File: src/rtl/npc_ctrl_pkg.sv
// Shared types and constants for the NPC multi-cycle sequencer.
package npc_ctrl_pkg;

  typedef enum logic [2:0] {
    RESET  = 3'd0,
    FETCH  = 3'd1,
    DECODE = 3'd2,
    EXEC   = 3'd3,
    MEM    = 3'd4,
    WB     = 3'd5,
    HALT   = 3'd6
  } state_t;

  // RV32I major opcodes (inst[6:0])
  localparam logic [6:0] OP_LUI    = 7'b0110111;
  localparam logic [6:0] OP_AUIPC  = 7'b0010111;
  localparam logic [6:0] OP_JAL    = 7'b1101111;
  localparam logic [6:0] OP_JALR   = 7'b1100111;
  localparam logic [6:0] OP_BRANCH = 7'b1100011;
  localparam logic [6:0] OP_LOAD   = 7'b0000011;
  localparam logic [6:0] OP_STORE  = 7'b0100011;
  localparam logic [6:0] OP_OPIMM  = 7'b0010011;
  localparam logic [6:0] OP_OP     = 7'b0110011;
  localparam logic [6:0] OP_SYSTEM = 7'b1110011;

  // Immediate extender type select
  localparam int EXT_TYPE_W = 3;
  localparam logic [EXT_TYPE_W-1:0] EXT_S    = 3'b000;
  localparam logic [EXT_TYPE_W-1:0] EXT_U    = 3'b001;
  localparam logic [EXT_TYPE_W-1:0] EXT_J    = 3'b010;
  localparam logic [EXT_TYPE_W-1:0] EXT_I    = 3'b011;
  localparam logic [EXT_TYPE_W-1:0] EXT_B    = 3'b100;
  localparam logic [EXT_TYPE_W-1:0] EXT_NONE = 3'b111;

  localparam logic [31:0] EBREAK = 32'h0010_0073;

endpackage

File: src/rtl/npc_inst_class.sv
// Combinational opcode classifier: extender select plus the few flags the
// sequencer needs to route an instruction through EXEC/MEM/WB.
module npc_inst_class
  import npc_ctrl_pkg::*;
(
  input  logic [31:0]           inst,
  output logic [EXT_TYPE_W-1:0] ext_type,
  output logic                  is_mem,
  output logic                  is_store,
  output logic                  writes_rd,
  output logic                  is_ebreak,
  output logic                  illegal
);

  logic rd_nz;
  assign rd_nz     = (inst[11:7] != 5'd0);
  assign is_ebreak = (inst == EBREAK);

  // Opcode decode; writes to x0 are suppressed here so WB only checks one flag
  always_comb begin
    ext_type  = EXT_NONE;
    is_mem    = 1'b0;
    is_store  = 1'b0;
    writes_rd = 1'b0;
    illegal   = 1'b0;
    case (inst[6:0])
      OP_LUI, OP_AUIPC: begin
        ext_type  = EXT_U;
        writes_rd = rd_nz;
      end
      OP_JAL: begin
        ext_type  = EXT_J;
        writes_rd = rd_nz;
      end
      OP_JALR, OP_OPIMM, OP_SYSTEM: begin
        ext_type  = EXT_I;
        writes_rd = rd_nz;
      end
      OP_LOAD: begin
        ext_type  = EXT_I;
        is_mem    = 1'b1;
        writes_rd = rd_nz;
      end
      OP_BRANCH: begin
        ext_type = EXT_B;
      end
      OP_STORE: begin
        ext_type = EXT_S;
        is_mem   = 1'b1;
        is_store = 1'b1;
      end
      OP_OP: begin
        ext_type  = EXT_NONE;
        writes_rd = rd_nz;
      end
      default: begin
        illegal = 1'b1;
      end
    endcase
  end

endmodule

File: src/rtl/npc_ctrl_fsm.sv
// NPC multi-cycle sequencer: FETCH -> DECODE -> EXEC -> [MEM] -> WB.
// All outputs are registered from the next-state decode.
// Optional build macro NPC_CTRL_TIMEOUT_EN adds a watchdog on IFU/LSU waits.
//
// state  | meaning
// RESET  | one idle cycle after reset
// FETCH  | ifu_req high, waiting for ifu_valid
// DECODE | classify latched instruction, register ext_type
// EXEC   | single execute cycle, route to MEM or WB
// MEM    | lsu_req high, waiting for lsu_done
// WB     | pc_we (and rf_we) strobe
// HALT   | absorbing, left only by rst
module npc_ctrl_fsm
  import npc_ctrl_pkg::*;
#(
  parameter int TIMEOUT_CYC = 255,
  parameter int EXT_W       = 3
) (
  input  logic             clk,
  input  logic             rst,
  output logic             ifu_req,
  input  logic             ifu_valid,
  input  logic [31:0]      ifu_inst,
  output logic             lsu_req,
  output logic             lsu_we,
  input  logic             lsu_done,
  output logic [31:0]      inst_q,
  output logic [EXT_W-1:0] ext_type,
  output logic             pc_we,
  output logic             rf_we,
  output logic             halt,
  output logic             illegal
);

  state_t state, state_n;

  logic [31:0]           inst_n;
  logic [EXT_W-1:0]      ext_n;
  logic                  halt_n, illegal_n;
  logic                  ifu_req_n, lsu_req_n, lsu_we_n, pc_we_n, rf_we_n;
  logic [EXT_TYPE_W-1:0] cls_ext;
  logic                  cls_mem, cls_store, cls_wr, cls_ebreak, cls_illegal;
  logic                  timed_out;

  npc_inst_class u_class (
    .inst      (inst_q),
    .ext_type  (cls_ext),
    .is_mem    (cls_mem),
    .is_store  (cls_store),
    .writes_rd (cls_wr),
    .is_ebreak (cls_ebreak),
    .illegal   (cls_illegal)
  );

`ifdef NPC_CTRL_TIMEOUT_EN
  localparam int CNT_W = (TIMEOUT_CYC > 255) ? $clog2(TIMEOUT_CYC + 1) : 8;
  logic [CNT_W-1:0] wait_cnt;

  assign timed_out = ((state == FETCH) || (state == MEM)) &&
                     (wait_cnt == CNT_W'(TIMEOUT_CYC));

  // Wait counter: cleared on any state change, counts cycles spent waiting
  always_ff @(posedge clk) begin
    if (rst) begin
      wait_cnt <= '0;
    end else if (state_n != state) begin
      wait_cnt <= '0;
    end else if ((state == FETCH) || (state == MEM)) begin
      wait_cnt <= wait_cnt + 1'b1;
    end
  end
`else
  // Without the watchdog the limit has no effect; waits are unbounded
  logic timeout_unused;
  assign timeout_unused = (TIMEOUT_CYC > 0);
  assign timed_out      = 1'b0;
`endif

  // Next-state and next-output decode
  always_comb begin
    state_n   = state;
    inst_n    = inst_q;
    ext_n     = ext_type;
    halt_n    = halt;
    illegal_n = illegal;
    unique case (state)
      RESET:  state_n = FETCH;
      FETCH: begin
        if (ifu_valid) begin
          state_n = DECODE;
          inst_n  = ifu_inst;
        end else if (timed_out) begin
          state_n   = HALT;
          illegal_n = 1'b1;
        end
      end
      DECODE: begin
        ext_n = EXT_W'(cls_ext);
        if (cls_ebreak) begin
          state_n = HALT;
          halt_n  = 1'b1;
        end else if (cls_illegal) begin
          state_n   = HALT;
          illegal_n = 1'b1;
        end else begin
          state_n = EXEC;
        end
      end
      EXEC:   state_n = cls_mem ? MEM : WB;
      MEM: begin
        if (lsu_done) begin
          state_n = WB;
        end else if (timed_out) begin
          state_n   = HALT;
          illegal_n = 1'b1;
        end
      end
      WB:     state_n = FETCH;
      HALT:   state_n = HALT;
      default: state_n = RESET;
    endcase

    ifu_req_n = (state_n == FETCH);
    lsu_req_n = (state_n == MEM);
    lsu_we_n  = (state_n == MEM) && cls_store;
    pc_we_n   = (state_n == WB);
    rf_we_n   = (state_n == WB) && cls_wr;
  end

  // State and registered outputs; reset aborts any instruction in flight
  always_ff @(posedge clk) begin
    if (rst) begin
      state    <= RESET;
      inst_q   <= '0;
      ext_type <= EXT_W'(EXT_NONE);
      ifu_req  <= 1'b0;
      lsu_req  <= 1'b0;
      lsu_we   <= 1'b0;
      pc_we    <= 1'b0;
      rf_we    <= 1'b0;
      halt     <= 1'b0;
      illegal  <= 1'b0;
    end else begin
      state    <= state_n;
      inst_q   <= inst_n;
      ext_type <= ext_n;
      ifu_req  <= ifu_req_n;
      lsu_req  <= lsu_req_n;
      lsu_we   <= lsu_we_n;
      pc_we    <= pc_we_n;
      rf_we    <= rf_we_n;
      halt     <= halt_n;
      illegal  <= illegal_n;
    end
  end

endmodule
File: config.mk
export PLATFORM = sky130hd
export DESIGN_NAME = npc_ctrl_fsm
export DESIGN_NICKNAME = d
export VERILOG_FILES = /design/src/rtl/npc_ctrl_pkg.sv /design/src/rtl/npc_inst_class.sv /design/src/rtl/npc_ctrl_fsm.sv
export SDC_FILE = /design/constraint.sdc
export NUM_CORES = 1
export LEC_CHECK = 0
export BUFFER_PORTS_ARGS = -buffer_cell sky130_fd_sc_hd__buf_2
export CAP_MARGIN = 10
export CORE_ASPECT_RATIO = 1.1
export CORE_UTILIZATION = 42
export DETAILED_ROUTE_END_ITERATION = 10
export PLACE_DENSITY = 0.77
export SLEW_MARGIN = 20
export SYNTH_ARGS = -nofsm -noshare
export SYNTH_HDL_FRONTEND = slang
export SYNTH_SLANG_ARGS = --single-unit
File: constraint.sdc
create_clock -name clk -period 2.05 [get_ports clk]
set_input_delay 0.205 -clock clk [delete_from_list [all_inputs] [get_ports clk]]
set_output_delay 0.205 -clock clk [all_outputs]
set_load 0.02 [all_outputs]
==> results.toml, run 1 <==
[run_status]
status = "complete, no violations"

[placed_design]
placed_area_um2 = 2300
dp_hpwl_mm = 3.26
post-place-cells = 357
portBuffers = 77
gp_congestion = 0.837

[sta]
setup_tns_ns = 0
worst_pin_slew_ns = 0.535
relSlewSlack = 0.638
fin_crit_sh = 0.962
rsz0062_at_grt = "false"
max_freq_ghz = 0.507
fin_worst_skew_ns = 0.00608
maxSlewViolCount = 0
timing.final.crit_period_ns = 1.97
setup_viol = 0
finalHoldViolations = 0

[grt]
grt_max_degree = 34
grt_pass1_vias = 1560
busiest_layer = "met2"
grt_pass1_wl_mm = 7.07
grt_use_met2 = 0.315
met1_usage = 0.250
use_met3 = 0.0541
grt_overflow = 0
grt_use_total = 0.197
antenna_found_initial = 0

[logic_synthesis]
synth-warning-count = 0
synth.most_common_cell = "nand2_1"
syn-num-nets = 273
synth_area_leaders = "dfxtp_1 (49%), nand2_1 (15%), a21oi_1 (10%)"
ys_ff_latch = 45
yosysTopAreaCell = "dfxtp_1"
syn_area_um2 = 1850
synth_commonest_cells = "nand2_1 (72), dfxtp_1 (45), a21oi_1 (37), clkbuf_1 (17), nor2_1 (7)"
synth_edf_count = 0
async_reset_ff_frac = 0
yosys.area.top_type_share = 0.486
synthFlopType = "dfxtp_1"
synth-seq-area-share = 0.486
postSynthCellCount = 237
synth_area_per_cell_um2 = 7.82
synth_cell_type_count = 34

[worst_setup_path]
cpPeakStageDelay_ns = 0.51
worst-r2r-setup-slack_ns = 0.08
path_class = "register to register"
setup.worst_path.end_class = "register"
startpoint_type = "register"
required_ns = 2.27
critPathLaunch = "inst_q[28]$_SDFFE_PP0P_"
cp_slowest_cell = "or4b_1"
cp_max_fo = 3
crit_chain = "or4b_1, or4_1, or4_4, a211oi_2"
arrival_ns = 2.19
timing.rr.start = "inst_q[28]$_SDFFE_PP0P_"

[drt]
drc = 0
totalWireLength_mm = 4.52
routed_via_density = 4.99
dr.pass1.iters = 4
wire_per_inst_um = 12.4
ant_nets = 0
vias = 1823
drt_iter0_markers = 97

[run]
cap_viol_max_count = 0

[clock_network]
clkLatencyLatePin_ns = 0.29
cts_setup_buffers = 0
clock_sinks = 45
path_clk_slew_ns = 0.08
cts_buffer_depth = 2
cts_tree = "built"
cts_root_buf = "clkbuf_8"
holdBufCountCts = 0
htree_levels = 2
cts_buffers = 5

[floorplanning]
coreArea_um2 = 4080
die_h_um = 71.7
pin_count = 78
die-width_um = 65.3
start_util = 0.454
num_rows = 24
dieArea_um2 = 4680

[layout]
fin_area_um2 = 2390
diodes = 0
nNetsFinal = 348
stdcell_count = 365
drive_above_1_share = 0.307
area_delta_synth_final_pct = 28.8

[worst_hold_path]
hp-start = "ifu_inst[14]"
hp-class = "input port to register"

[power_and_ir_drop]
p_leak_nw = 1.06
design_power_total_mw = 1.81
power.density_nw_per_um2 = 760
ir_drop_uv = 501
final timing paths:
path / endpoint / cells after the start
worst max-delay path: state[2]$_SDFF_PP0_ / 4
worst min-delay path: inst_q[14]$_SDFFE_PP0P_ / 3
worst max register to register: state[2]$_SDFF_PP0_ / 4
worst min register to register: illegal$_SDFFE_PP0P_ / 2
worst max-delay path, delay by kind of cell, from the launching register on:
family | cells | cell delay, ns
flip-flops | 1 | 0.32
AND/OR/NAND/NOR | 3 | 1.36
AO/OA/AOI/OAI | 1 | 0.22
metal layers:
metal	up-vias	wire (um)
met5	-	0
met4	0	62
met3	5	283
met2	50	2160
met1	814	2010
li1	954	-
kinds of logic after synthesis:
family	Yosys count	synth area share
muxes	2	0.0108
DFF	45	0.486
and+or+nand+nor	116	0.298
AOI/OAI and AO/OA	54	0.164
buffers and inverters	20	0.0405
timing repair:
item,4_1_cts,5_1_grt
setup endpoints to repair,0,1
endpoints found under the hold margin,0,0
gates resized for setup,0,1
final cells by class:
| cell class | count | area (um^2) |
|---|---|---|
| Fill cell | 411 | 1700 |
| Sequential cell | 45 | 901 |
| Timing Repair Buffer | 85 | 445 |
| Multi-Input combinational cell | 172 | 885 |
| Inverter | 3 | 11.3 |
| Clock buffer | 8 | 80.1 |
| Tap cell | 52 | 65.1 |
sequential cells by signal, summed over array words and instances (netlist names):
| register | flops |
|---|---|
| state | 3 |
| ext_type | 3 |
| lsu_req | 1 |
| halt | 1 |
| pc_we | 1 |
| illegal | 1 |
| lsu_we | 1 |
| rf_we | 1 |
| inst_q | 32 |
| ifu_req | 1 |
layout by cell type, fill, tap and decap left out, types with 2 or more instances in the layout:
cell type / instances
buf_2: 77
nand2_1: 72
dfxtp_1: 45
a21oi_1: 37
buf_4: 8
nor2_1: 6
nor4_1: 6
o21ai_0: 5
clkbuf_8: 5
nor2b_1: 4
nand3_1: 4
nor3b_1: 3
a211oi_1: 3
o21bai_1: 3
inv_1: 3
clkbuf_1: 3
and3_1: 2
and2_1: 2
nand3b_1: 2
or2_2: 2
nand2b_1: 2
mux2i_1: 2
where the power goes:
part	leakage, nW	internal [mW]	switching (mW)
clock network	0.0395	0.242	0.274
registers	0.366	0.923	0.0401
logic	0.653	0.128	0.206
total	1.06	1.29	0.521
per-stage QoR:
stage | hold slack (ns) | utilization | worst slack (ns)
after floorplan | 0.341 | - | 0.00791
after detailed placement | 0.444 | 0.564 | 0.0365
final | 0.148 | 0.585 | 0.0779
after global routing | 0.144 | 0.585 | 0.0335
after global placement | 0.437 | 0.564 | 0.0701
after CTS | 0.138 | 0.583 | 0.0202
Note: power is estimated with default switching activity, not from simulation.
==> inputs of run 2 (changes only) <==
--- a/config.mk
+++ b/config.mk
@@ -10,7 +10,7 @@
 export CORE_ASPECT_RATIO = 1.1
 export CORE_UTILIZATION = 42
 export DETAILED_ROUTE_END_ITERATION = 10
-export PLACE_DENSITY = 0.77
+export PLACE_DENSITY = 0.74
 export SLEW_MARGIN = 20
 export SYNTH_ARGS = -nofsm -noshare
 export SYNTH_HDL_FRONTEND = slang
==> run 2 against run 1 <==
Combinational power hardly changed; sequential share of layout area is 0.35 points lower; non-clock buffer count rose by 1; sequential power hardly changed; via count is 1.8% higher; register-to-register slack hardly changed; total power is 1.9% higher; count of clock-buffer cells in the layout shrank 2; first-iteration DRC count decreased by 10%; utilization increased by 0.55 points; wire length is 1.2% higher; clock skew shrank 0.00085 ns.
==> results.toml, run 2 (synthesis gave the netlist of run 1 again) <==
[run_status]
status = "complete, no violations"

[clock_network]
path_clk_slew_ns = 0.08
htree_levels = 2
cts_buffers = 5
cts_buffer_depth = 2
clkLatencyLatePin_ns = 0.29
clock_sinks = 45
cts_tree = "built"
cts_setup_buffers = 0
cts_root_buf = "clkbuf_8"

[floorplanning]
start_util = 0.454
pin_count = 78
coreArea_um2 = 4080
die_h_um = 71.7
die-width_um = 65.3
num_rows = 24
dieArea_um2 = 4680

[grt]
grt_overflow = 0
grt_use_total = 0.202
antenna_found_initial = 0
grt_pass1_vias = 1646
grt_pass1_wl_mm = 7.34
grt_max_degree = 33

[layout]
area_delta_synth_final_pct = 30.0
nNetsFinal = 349
largest_reg_flops = 32
fillers = 416
largest_registers = "inst_q x32, ext_type x3, state x3"
mostFrequentLayoutCell = "buf_2"
drive_above_1_share = 0.319
regMostFlops = "inst_q"
final_cell_mix = "buf_2 (77), nand2_1 (72), dfxtp_1 (45)"
fin_area_um2 = 2410
diodes = 0
fin_util = 0.590

[drt]
routed_via_density = 5.08
vias = 1855
drc = 0
ant_nets = 0
dr.pass1.iters = 4
drt_iter0_markers = 87
wire_per_inst_um = 12.5
totalWireLength_mm = 4.58

[worst_hold_path]
hp-class = "input port to register"

[worst_setup_path]
required_ns = 2.27
path_class = "register to register"
cp_slowest_cell = "or4b_1"
crit_chain = "or4b_1, or4_1, or4_4, a211oi_2"
worst-r2r-setup-slack_ns = 0.07
startpoint_type = "register"
cpPeakStageDelay_ns = 0.52
arrival_ns = 2.20
setup.worst_path.end_class = "register"
cp_max_fo = 3

[sta]
fin_worst_skew_ns = 0.00523
setup_viol = 0
finalHoldViolations = 0
timing.final.crit_period_ns = 1.98
worst_pin_slew_ns = 0.404
relSlewSlack = 0.727
fin_crit_sh = 0.965
maxSlewViolCount = 0
max_freq_ghz = 0.505
worst_slack_ns = 0.0708
rsz0062_at_grt = "false"

[power_and_ir_drop]
p_leak_nw = 1.07
design_power_total_mw = 1.85
power.density_nw_per_um2 = 767
ir_drop_uv = 570

[placed_design]
gp_congestion = 0.862
dp_hpwl_mm = 3.35
portBuffers = 77
place_ws_ns = -0.0115
placed_area_um2 = 2310

[run]
cap_viol_max_count = 0
## run 2: worst paths after layout
| path | start | to | depth (start not counted) |
|---|---|---|---|
| max | inst_q[28]$_SDFFE_PP0P_ | state[2]$_SDFF_PP0_ | 4 |
| min reg2reg | illegal$_SDFFE_PP0P_ | illegal$_SDFFE_PP0P_ | 2 |
| max reg2reg | inst_q[28]$_SDFFE_PP0P_ | state[2]$_SDFF_PP0_ | 4 |
| min | ifu_inst[16] | inst_q[16]$_SDFFE_PP0P_ | 3 |
## run 2: layer usage
layer,vias to the layer above,track usage,part of all wire
met5,-,0,0
met4,0,0.0942,0.017
met3,8,0.0334,0.043
met2,47,0.346,0.52
met1,838,0.246,0.42
li1,962,-,-
## run 2: critical path: cells and delay by family, from the launching register on
kind               cells  cell delay, ns
and+or+nand+nor        3            1.39
DFF                    1            0.32
AOI/OAI and AO/OA      1            0.20
## run 2: timing repair
action                                  in CTS  in global routing
endpoints found under the setup margin       2                  3
hold buffers                                 0                  0
pin swaps                                    0                  1
gates resized for setup                      2                  0
## run 2: layout make-up
type | instances | area [um^2] | share of cell area
Clock inverter | 1 | 7.51 | 0.00312
Sequential cell | 45 | 901 | 0.374
Clock buffer | 6 | 82.6 | 0.0343
Inverter | 3 | 11.3 | 0.00467
Tap cell | 52 | 65.1 | 0.0270
Multi-Input combinational cell | 172 | 890 | 0.369
Timing Repair Buffer | 86 | 453 | 0.188
## run 2: stage by stage
stage          hold WS [ns]  cells  setup TNS [ns]
6_report              0.136    365               0
5_1_grt               0.136    365               0
4_1_cts               0.131    365               0
3_5_place_dp          0.440    358         -0.0115
3_3_place_gp          0.438    358               0
2_1_floorplan         0.341    237               0
## run 2: power breakdown
group / internal [mW] / switching [mW] / leakage, nW
clock: 0.266 / 0.285 / 0.0433
sequential: 0.923 / 0.0406 / 0.366
combinational: 0.127 / 0.206 / 0.661
total: 1.32 / 0.531 / 1.07
==> inputs of run 3 (changes only) <==
--- a/config.mk
+++ b/config.mk
@@ -5,12 +5,13 @@
 export SDC_FILE = /design/constraint.sdc
 export NUM_CORES = 1
 export LEC_CHECK = 0
+export ABC_AREA = 1
 export BUFFER_PORTS_ARGS = -buffer_cell sky130_fd_sc_hd__buf_2
 export CAP_MARGIN = 10
 export CORE_ASPECT_RATIO = 1.1
-export CORE_UTILIZATION = 42
+export CORE_UTILIZATION = 43
 export DETAILED_ROUTE_END_ITERATION = 10
-export PLACE_DENSITY = 0.74
+export PLACE_DENSITY = 0.75
 export SLEW_MARGIN = 20
 export SYNTH_ARGS = -nofsm -noshare
 export SYNTH_HDL_FRONTEND = slang
==> run 3 against run 2 <==
Sequential power up 10%; critical path type unchanged; die area up 3.8%; area after synthesis up 6.4%; highest routed layer unchanged; hold slack worse by 0.0074 ns; via count up 2.0%; count of clock-buffer cells in the layout unchanged.
==> results.toml, run 3 <==
[sta]
finalHoldViolations = 0
max_freq_ghz = 0.698
relSlewSlack = 0.722
rsz0062_at_grt = "false"
fin_hold_ws_ns = 0.129
fin_crit_sh = 0.698
setup_viol = 0
timing.final.crit_period_ns = 1.43
worst_pin_slew_ns = 0.417
setup_tns_ns = 0
fin_worst_skew_ns = 0.00895
maxSlewViolCount = 0
worst_slack_ns = 0.618

[worst_hold_path]
min_to = "inst_q[17]$_SDFFE_PP0P_"
hp-start = "ifu_inst[17]"
hold_path_depth = 3
hp-class = "input port to register"

[power_and_ir_drop]
p_leak_nw = 1.20
p_sw_mw = 0.774
p_int_mw = 1.59
power_frac_seq = 0.448
ir_drop_uv = 535
combPwrFrac = 0.257
power.density_nw_per_um2 = 950
design_power_total_mw = 2.36
clock_power_share = 0.295
p_sw_frac = 0.328

[layout]
mostFrequentLayoutCell = "buf_2"
fin_area_um2 = 2480
largest_reg_flops = 32
drive_above_1_share = 0.347
nNetsFinal = 375
largest_registers = "inst_q x32, ext_type x3, state x3"
final_cell_mix = "buf_2 (77), nor2_1 (55), dfxtp_1 (45)"
area_delta_synth_final_pct = 26.0
stdcell_count = 394
diodes = 0
regMostFlops = "inst_q"
fillers = 387
fin_util = 0.571

[floorplanning]
coreArea_um2 = 4350
die_h_um = 73.0
start_util = 0.454
dieArea_um2 = 4860
die-width_um = 66.6
num_rows = 25
pin_count = 78

[worst_setup_path]
arrival_ns = 1.66
setup.worst_path.end_class = "register"
worst-r2r-setup-slack_ns = 0.62
path_class = "register to register"
r2r-end = "lsu_we$_SDFF_PP0_"
cp_max_fo = 5
startpoint_type = "register"
required_ns = 2.28
worst_r2r_path_depth = 10
timing.rr.start = "inst_q[2]$_SDFFE_PP0P_"

[placed_design]
portBuffers = 77
post-place-cells = 386
dp_hpwl_mm = 3.37
place_ws_ns = 0.661
gp_congestion = 0.895
placed_area_um2 = 2360

[logic_synthesis]
postSynthCellCount = 263
synth-seq-area-share = 0.457
synth.most_common_cell = "nor2_1"
synth_area_per_cell_um2 = 7.50
synthFlopType = "dfxtp_1"
ys_ff_latch = 45
async_reset_ff_frac = 0
synth-warning-count = 0
synth_edf_count = 0
syn_area_um2 = 1970
yosys.area.top_type_share = 0.457
synth_area_leaders = "dfxtp_1 (46%), nor2_1 (10%), a21oi_1 (4.8%)"
syn-num-nets = 299
yosysTopAreaCell = "dfxtp_1"
synth_commonest_cells = "nor2_1 (55), dfxtp_1 (45), nand2_1 (25), inv_1 (22)"
synth_cell_type_count = 23

[clock_network]
cts_buffer_depth = 2
cts_resized = 0
path_clk_slew_ns = 0.09
cts_setup_buffers = 0
cts_buffers = 5
clock_sinks = 45
holdBufCountCts = 0
clkLatencyLatePin_ns = 0.30
cts_tree = "built"
htree_levels = 2
cts_root_buf = "clkbuf_8"

[drt]
ant_nets = 0
detailroute.wirelength.met3_um = 316
dr.pass1.iters = 4
routed_via_density = 4.80
drc = 0
totalWireLength_mm = 4.42
routed.top_layer = "met4"
wl_met2_mm = 2.10
wl_met1_mm = 1.96
drt_iter0_markers = 96
vias = 1892
wire_per_inst_um = 11.2

[run_status]
status = "complete, no violations"

[grt]
grt_max_degree = 48
grt_pass1_wl_mm = 7.42
grt_use_total = 0.198
antenna_found_initial = 0
grt_overflow = 0
grt_pass1_vias = 1735

[run]
cap_viol_max_count = 0
-- run 3: cell types whose count changed in the layout (fill, tap and decap cells not counted), sizes merged, moves of 3 or more --
cell,change
buf,-7
o21ai,+29
nor2b,-4
nor2,+54
nor3b,-3
nand2,-36
nor4,-5
inv,+25
nand3,+16
a211oi,-4
a21oi,-18
nor3,+4
-- run 3: cell type report --
type	instances	area, um^2	area share
clock buffer	6	82.6	0.0332
clock inverter	2	37.5	0.0151
inverter	28	105	0.0423
multi-input combinational	180	890	0.358
sequential	45	901	0.363
tap	54	67.6	0.0272
timing repair buffer	79	400	0.161
-- run 3: power groups by stage --
stage / Combinational (mW) / Sequential (mW) / Clock, mW
after global routing: 0.679 / 1.07 / 0.742
after detailed placement: 0.610 / 1.08 / 0
after floorplan: 0.328 / 1.18 / 0
after global placement: 0.600 / 1.07 / 0
final: 0.606 / 1.06 / 0.696
after CTS: 0.610 / 1.06 / 0.709
-- run 3: per-layer routing --
layer,vias up,GRT usage
li1,1001,-
met1,823,0.246
met2,64,0.331
met3,4,0.0563
met4,0,0.0567
met5,-,0
-- run 3: cells by family after synthesis --
logic type / synth area share
AOI/OAI and AO/OA: 0.147
and+or+nand+nor: 0.305
buffers and inverters: 0.0920
DFF: 0.457
-- run 3: critical path: stages, from the launching register on --
cell and delay, ns:
dfxtp_1 0.41, inv_1 0.10, nand2_2 0.09, nor2_4 0.05
nand2_2 0.08, nand2_2 0.07, nor2_4 0.14, nand3_2 0.10
nand3_2 0.10, nand3_2 0.10, nor3_2 0.12
-- run 3: worst max-delay path by stage --
stage / start / end / slack [ns] / depth (start not counted)
final: inst_q[2]$_SDFFE_PP0P_ / lsu_we$_SDFF_PP0_ / 0.62 / 10
after global routing: state[0]$_SDFF_PP0_ / inst_q[19]$_SDFFE_PP0P_ / 0.45 / 6
after CTS: inst_q[2]$_SDFFE_PP0P_ / lsu_req$_SDFF_PP0_ / 0.63 / 10
after detailed placement: state[0]$_SDFF_PP0_ / inst_q[19]$_SDFFE_PP0P_ / 0.66 / 6
after global placement: state[0]$_SDFF_PP0_ / lsu_we$_SDFF_PP0_ / 0.66 / 7
after floorplan: inst_q[1]$_SDFFE_PP0P_ / lsu_we$_SDFF_PP0_ / 0.68 / 10
